[src/rtl/ahb2obi_pkg.sv]
// Shared encodings and helpers for the AHB-Lite slave to OBI master bridge.
// Optional error reporting is enabled with the AHB2OBI_ERR_EN macro in ahb2obi_adapter.
package ahb2obi_pkg;

    typedef enum logic [1:0] {
        HTRANS_IDLE   = 2'b00,
        HTRANS_BUSY   = 2'b01,
        HTRANS_NONSEQ = 2'b10,
        HTRANS_SEQ    = 2'b11
    } htrans_t;

    typedef enum logic [1:0] {
        HRESP_OKAY  = 2'b00,
        HRESP_ERROR = 2'b01
    } hresp_t;

    typedef enum logic [2:0] {
        ST_IDLE,
        ST_REQ,
        ST_RSP,
        ST_DONE,
        ST_ERR1,
        ST_ERR2
    } state_t;

    localparam logic [2:0] HSIZE_BYTE = 3'd0;
    localparam logic [2:0] HSIZE_HALF = 3'd1;
    localparam logic [2:0] HSIZE_WORD = 3'd2;

    // Sizes above a word fall into the default arm and are treated as a word.
    function automatic logic [3:0] be_gen(input logic [2:0] size, input logic [1:0] addr);
        logic [3:0] be;
        case (size)
            HSIZE_BYTE: be = 4'b0001 << addr;
            HSIZE_HALF: be = 4'b0011 << {addr[1], 1'b0};
            default:    be = 4'b1111;
        endcase
        return be;
    endfunction

    function automatic logic access_bad(input logic [2:0] size, input logic [1:0] addr);
        logic bad;
        case (size)
            HSIZE_BYTE: bad = 1'b0;
            HSIZE_HALF: bad = addr[0];
            HSIZE_WORD: bad = (addr != 2'b00);
            default:    bad = 1'b1;
        endcase
        return bad;
    endfunction

endpackage

[src/rtl/ahb2obi_adapter.sv]
// AHB-Lite slave to OBI master bridge: one outstanding transfer, HREADYOUT stretched until rvalid.
// Define AHB2OBI_ERR_EN to report OBI errors and reject oversize/misaligned accesses with ERROR.
module ahb2obi_adapter
    import ahb2obi_pkg::*;
#(
    parameter int unsigned            ADDR_WIDTH = 32,
    parameter logic [ADDR_WIDTH-1:0]  BASE_ADDR  = '0
) (
    input  logic                  hclk_i,
    input  logic                  hreset_i,
    input  logic                  hsel_i,
    input  logic [ADDR_WIDTH-1:0] haddr_i,
    input  logic [1:0]            htrans_i,
    input  logic                  hwrite_i,
    input  logic [2:0]            hsize_i,
    input  logic [2:0]            hburst_i,
    input  logic [31:0]           hwdata_i,
    input  logic                  hready_i,
    output logic                  hreadyout_o,
    output logic [1:0]            hresp_o,
    output logic [31:0]           hrdata_o,
    output logic                  obi_req_o,
    input  logic                  obi_gnt_i,
    output logic [ADDR_WIDTH-1:0] obi_addr_o,
    output logic                  obi_we_o,
    output logic [3:0]            obi_be_o,
    output logic [31:0]           obi_wdata_o,
    input  logic                  obi_rvalid_i,
    input  logic [31:0]           obi_rdata_i,
    input  logic                  obi_err_i
);

    state_t                state;
    logic                  accept;
    logic                  bad;
    logic                  rsp_err;
    logic [ADDR_WIDTH-1:0] offset;
    logic                  unused;

    assign accept      = hsel_i & htrans_i[1] & hready_i;
    assign offset      = haddr_i - BASE_ADDR;
    assign obi_wdata_o = hwdata_i;
    assign unused      = ^{hburst_i, obi_err_i};

`ifdef AHB2OBI_ERR_EN
    assign bad     = access_bad(hsize_i, haddr_i[1:0]);
    assign rsp_err = obi_err_i;
`else
    assign bad     = 1'b0;
    assign rsp_err = 1'b0;
`endif

    always_ff @(posedge hclk_i) begin
        if (hreset_i) begin
            state       <= ST_IDLE;
            hreadyout_o <= 1'b1;
            hresp_o     <= HRESP_OKAY;
            hrdata_o    <= '0;
            obi_req_o   <= 1'b0;
            obi_we_o    <= 1'b0;
            obi_be_o    <= '0;
            obi_addr_o  <= '0;
        end else begin
            case (state)
                ST_IDLE, ST_DONE, ST_ERR2: begin
                    if (accept && bad) begin
                        // Rejected without touching OBI; first cycle of the two-cycle ERROR.
                        state       <= ST_ERR1;
                        hreadyout_o <= 1'b0;
                        hresp_o     <= HRESP_ERROR;
                    end else if (accept) begin
                        state       <= ST_REQ;
                        hreadyout_o <= 1'b0;
                        hresp_o     <= HRESP_OKAY;
                        obi_req_o   <= 1'b1;
                        obi_we_o    <= hwrite_i;
                        obi_be_o    <= be_gen(hsize_i, haddr_i[1:0]);
                        obi_addr_o  <= {offset[ADDR_WIDTH-1:2], 2'b00};
                    end else begin
                        state       <= ST_IDLE;
                        hreadyout_o <= 1'b1;
                        hresp_o     <= HRESP_OKAY;
                    end
                end
                ST_REQ: begin
                    if (obi_gnt_i) begin
                        state     <= ST_RSP;
                        obi_req_o <= 1'b0;
                    end
                end
                ST_RSP: begin
                    if (obi_rvalid_i) begin
                        hrdata_o <= obi_rdata_i;
                        if (rsp_err) begin
                            state   <= ST_ERR1;
                            hresp_o <= HRESP_ERROR;
                        end else begin
                            state       <= ST_DONE;
                            hreadyout_o <= 1'b1;
                            hresp_o     <= HRESP_OKAY;
                        end
                    end
                end
                ST_ERR1: begin
                    state       <= ST_ERR2;
                    hreadyout_o <= 1'b1;
                    hresp_o     <= HRESP_ERROR;
                end
                default: begin
                    state       <= ST_IDLE;
                    hreadyout_o <= 1'b1;
                    hresp_o     <= HRESP_OKAY;
                    obi_req_o   <= 1'b0;
                end
            endcase
        end
    end

endmodule

[config.mk]
export PLATFORM = sky130hd
export DESIGN_NAME = ahb2obi_adapter
export DESIGN_NICKNAME = d
export VERILOG_FILES = /design/src/rtl/ahb2obi_pkg.sv /design/src/rtl/ahb2obi_adapter.sv
export SDC_FILE = /design/constraint.sdc
export NUM_CORES = 1
export LEC_CHECK = 0
export ABC_AREA = 1
export BUFFER_PORTS_ARGS = -buffer_cell sky130_fd_sc_hd__buf_2
export CAP_MARGIN = 20
export CORE_MARGIN = 2
export CORE_UTILIZATION = 25
export CTS_BUF_LIST = sky130_fd_sc_hd__clkbuf_16
export DETAILED_ROUTE_END_ITERATION = 8
export GPL_TIMING_DRIVEN = 0
export HOLD_SLACK_MARGIN = 0.03
export PLACE_DENSITY_LB_ADDON = 0.08
export REMOVE_ABC_BUFFERS = 1
export SLEW_MARGIN = 20
export SYNTH_ARGS = -nofsm -noshare
export SYNTH_HDL_FRONTEND = slang
export SYNTH_SLANG_ARGS = --single-unit
[constraint.sdc]
create_clock -name hclk_i -period 1.3 [get_ports hclk_i]
set_input_delay 0.26 -clock hclk_i [delete_from_list [all_inputs] [get_ports hclk_i]]
set_output_delay 0.26 -clock hclk_i [all_outputs]
set_load 0.03 [all_outputs]
# --- After elaboration in Yosys (flattened, before gate mapping) ---
# Index checks and enable logic that the tools add are counted.
# W data, S select, Z words.
word_totals:
  reg_bits: 74
op_classes:
  eq_ne: 9
  shift: 2
  n_mux: 13
  bitwise_logic: 4
  reduce_logical: 9
ops:
  columns: ["cell", "count"]
  rows:
  - ["$pmux W3 S4", 1]
  - ["$pmux W4 S2", 1]
  - ["$reduce_and A2 Y1", 4]
  - ["$eq A3 B1 Y1 const B", 2]
  - ["$eq A3 B2 Y1 const B", 2]
  - ["$eq A3 B3 Y1 const B", 2]
  - ["$logic_not A3 Y1", 2]
  - ["$mux W3", 2]
  - ["$ne A2 B2 Y1 const B", 3]
  - ["$pmux W1 S3", 2]
  - ["$pmux W2 S3", 1]
  - ["$mux W1", 5]
  - ["$shl A1 B2 Y4 const A", 1]
  - ["$shl A2 B2 Y4 const A", 1]
  - ["$reduce_and A3 Y1", 1]
  - ["$reduce_or A3 Y1", 1]
  - ["$and A1 B1 Y1", 2]
  - ["$mux W2", 1]
  - ["$not A1 Y1", 2]
  - ["$reduce_or A2 Y1", 1]

# --- Depth between registers and ports, before layout ---
depth:
  ltp_word: 4
  depth_mapped: 9
  ltp_nobuf: 8

# --- Worst setup path before layout ---
# OpenSTA, ideal clock, no wires.
synth_timing:
  path_type: "reg2reg"
  start: "register state[1]"
  end: "register hrdata_o[0]"
  setup_time_ps: 116
  arrival_time_ps: 1057
  required_time_ps: 1184
  slack_ps: 127
  stages_incl_launch_ff: 9
  path_buffers: 1
  period_less_slack_ps: 1173
  cell_sequence: "dfxtp_1 nand2_2 nor2_4 inv_2 nor2_8 inv_2 buf_6 nor2_1 nor2_1"
synth_between:
  elab_chain_cells: 2
synth_lines:
  columns: ["item", "line", "rtl"]
  rows:
  - ["start, declared", "ahb2obi_adapter.sv:33", "state_t state;"]
  - ["start signal, assigned", "ahb2obi_adapter.sv:55", "state <= ST_IDLE;"]
  - ["start signal, assigned", "ahb2obi_adapter.sv:68", "state <= ST_ERR1;"]
  - ["start signal, assigned", "ahb2obi_adapter.sv:72", "state <= ST_REQ;"]
  - ["$eq A3 B2 Y1", "ahb2obi_adapter.sv:64", "case (state)"]
  - ["$reduce_and A2 Y1 (no source line)", null, null]
  - ["end signal, assigned", "ahb2obi_adapter.sv:93", "hrdata_o <= obi_rdata_i;"]
  - ["end, declared", "ahb2obi_adapter.sv:21", "output logic [31:0] hrdata_o,"]
# Every way passes these cells.
# A chain may end at the register's enable or synchronous reset.

# --- Worst setup path in the final report ---
layout_timing:
  start: "register state[0]"
  end: "register hrdata_o[18]"
# The elaborated chain is that of the path after synthesis.

==> flow_summary.json <==
{
  "outcome": "finished, violations left",
  "violations": "negative setup slack",
  "drtIter0Drc": 85,
  "io_pins": 217,
  "grt_max_degree": 37,
  "worst_pin_slew_ns": 0.608,
  "synth-seq-area-share": 0.473,
  "dp_cells": 656,
  "slew_headroom": 0.594,
  "crit_required_ns": 1.58,
  "layout_min_cycle_time_ns": 1.32,
  "routed_wl_um": 10300,
  "maxCapViolations": 0,
  "final_core_util": 0.362,
  "path_cells": "inv_2 > nand2_2 > nor2_4 > inv_4 > nor2_8 > buf_12 > clkbuf_16 > o21ai_0 > nor2_1",
  "root_buffer": "clkbuf_16",
  "grt_usage": 0.150,
  "power_density_nw_per_um2": 1700,
  "p_leak_nw": 2.09,
  "grt_pass1_vias": 2702,
  "vdd_drop_max_uv": 593,
  "drc_errors": 0,
  "cp.arrival_ns": 1.59,
  "die_h_um": 115,
  "max_freq_mhz": 759,
  "die_w_um": 115,
  "die_area_sq_um": 13300,
  "tritoncts": "yes",
  "crit_buf_inv": 4,
  "avgSynthCellArea_sq_um": 7.80,
  "grt-ovfl-total": 0,
  "insertion_delay_ns": 0.34,
  "clk_pin_slew_ns": 0.06,
  "tns_ns": -0.113,
  "dr.pass1.iters": 4,
  "stdcell_count": 691,
  "place_ws_ns": -0.519,
  "grt_pass1_wl_um": 15000,
  "final_max_slew_viol_count": 0,
  "clock_skew_ns": 0.00410,
  "start_util": 0.256,
  "worst_path_max_delay_cell": "dfxtp_2",
  "n_antenna_cell": 0,
  "ant_nets": 0,
  "wl_per_cell_um": 14.8,
  "crit_fanout": 6,
  "core_area_sq_um": 12100,
  "drive_above_1_share": 0.480,
  "io_buffer_count": 144,
  "areaGrowthSynthToFinish_pct": 41.2,
  "slowest_delay_ns": 0.34,
  "synth_seq_cells": 73,
  "synth_cells": 396,
  "fin_crit_sh": 1.01,
  "antenna_found_initial": 0,
  "finalSetupViolations": 12,
  "row_count": 40,
  "ctsHtreeMaxLevel": 3,
  "hold_violations": 0,
  "start_kind": "flip-flop",
  "numCtsBuffers": 9,
  "clockBufferDepth": 2,
  "synth_warnings": 0,
  "grt_setup_unrepaired": "true",
  "min_path_type": "in -> reg",
  "hpwl_um": 6170,
  "critical_path.top_delay_family": "buffers and inverters",
  "critPathKind": "reg -> reg",
  "finalPower_w": 0.00741,
  "gp_congestion": 0.751,
  "endpoint_kind": "flip-flop",
  "layout_setup_ws_ns": -0.0173,
  "ys_types": 27,
  "finalNetCount": 631,
  "cts.sinks": 73,
  "vias": 2935,
  "syn-cell-area_sq_um": 3090,
  "vias_per_cell": 4.25
}
## cell families after synthesis
group / share of synthesized area
AO/OA/AOI/OAI: 0.122
flip-flops: 0.473
buffers and inverters: 0.166
other: 0.00121
AND/OR/NAND/NOR: 0.238
## layout make-up
class                   count  area, sq um
repair buffers            158          905
clock inverters             6         26.3
inverters                  21          114
clock buffers               9          225
well taps                 168          210
multi-input cells         254         1390
fillers                  1280         7700
flip-flops and latches     73         1470
repair inverters            2         25.0
## cells in the mapped netlist (all sizes together)
cell / count / area share
o21bai: 1 / 0.0024
clkbuf: 6 / 0.0077
nand3: 4 / 0.0081
nor2: 143 / 0.19
inv: 21 / 0.026
nor3b: 1 / 0.0024
nor3: 1 / 0.0016
conb: 1 / 0.0012
o21ai: 69 / 0.11
or2: 1 / 0.0020
a21oi: 4 / 0.0065
buf: 49 / 0.13
dfxtp: 73 / 0.47
nand2: 22 / 0.030
## repair_timing
item,CTS,global route
hold buffers,0,0
endpoints found under the setup margin,69,69
resized for setup,15,89
pin swaps,4,19
gates cloned,4,4
buffers inserted,6,6
## power by group
group | total (W) | leakage [nW] | switching (W) | internal (W)
clock | 0.00219 | 0.127 | 0.000944 | 0.00125
combinational | 0.00249 | 1.37 | 0.00163 | 0.000858
sequential | 0.00272 | 0.596 | 0.000167 | 0.00256
total | 0.00741 | 2.09 | 0.00274 | 0.00466
## stage by stage
step | area (sq um) | hold slack [ns]
detailed placement | 3620 | 0.459
floorplan | 2670 | 0.329
CTS | 4030 | 0.127
finish | 4360 | 0.133
global route | 4360 | 0.133
global placement | 3600 | 0.451
## registers in the layout, summed over array words and instances, names as in the netlist
register	cells
obi_be_o	4
obi_req_o	1
obi_addr_o	30
obi_we_o	1
hresp_o	1
hreadyout_o	1
state	3
hrdata_o	32
## worst paths after layout
kind                            depth (start not counted)                    start                         to  slack [ns]
worst max-delay path                                    9    state[0]$_SDFFE_PP0P_  hrdata_o[18]$_SDFFE_PP0P_       -0.02
worst min-delay path                                    3          obi_rdata_i[24]  hrdata_o[24]$_SDFFE_PP0P_        0.13
worst max register to register                          9    state[0]$_SDFFE_PP0P_  hrdata_o[18]$_SDFFE_PP0P_       -0.02
worst min register to register                          2  hresp_o[0]$_SDFFE_PP0P_    hresp_o[0]$_SDFFE_PP0P_        0.46
## placed cells by master, fill, tap and decap left out, types with 2 or more instances in the layout
cell / count
buf_2: 144
nor2_1: 111
dfxtp_1: 70
o21ai_2: 27
nor2_2: 24
o21ai_0: 23
o21ai_1: 19
nand2_1: 19
inv_1: 14
clkbuf_16: 10
nor2_4: 8
buf_4: 7
nand2_8: 4
a21oi_1: 4
buf_12: 4
inv_2: 3
nand3_1: 3
conb_1: 3
clkinv_2: 3
clkinv_1: 3
nand2_2: 2
dfxtp_4: 2
## layer usage
layer / track usage / routed length (um)
met4: 0.0651 / 185
met3: 0.0954 / 1450
met2: 0.194 / 4060
met1: 0.189 / 4500
met5: 0.0556 / 57
## worst min-delay path, cell delays in order
cell and delay, ns:
buf_2 0.08, nor2_1 0.03, nor2_1 0.06
Note: power is estimated with default switching activity, not from simulation.
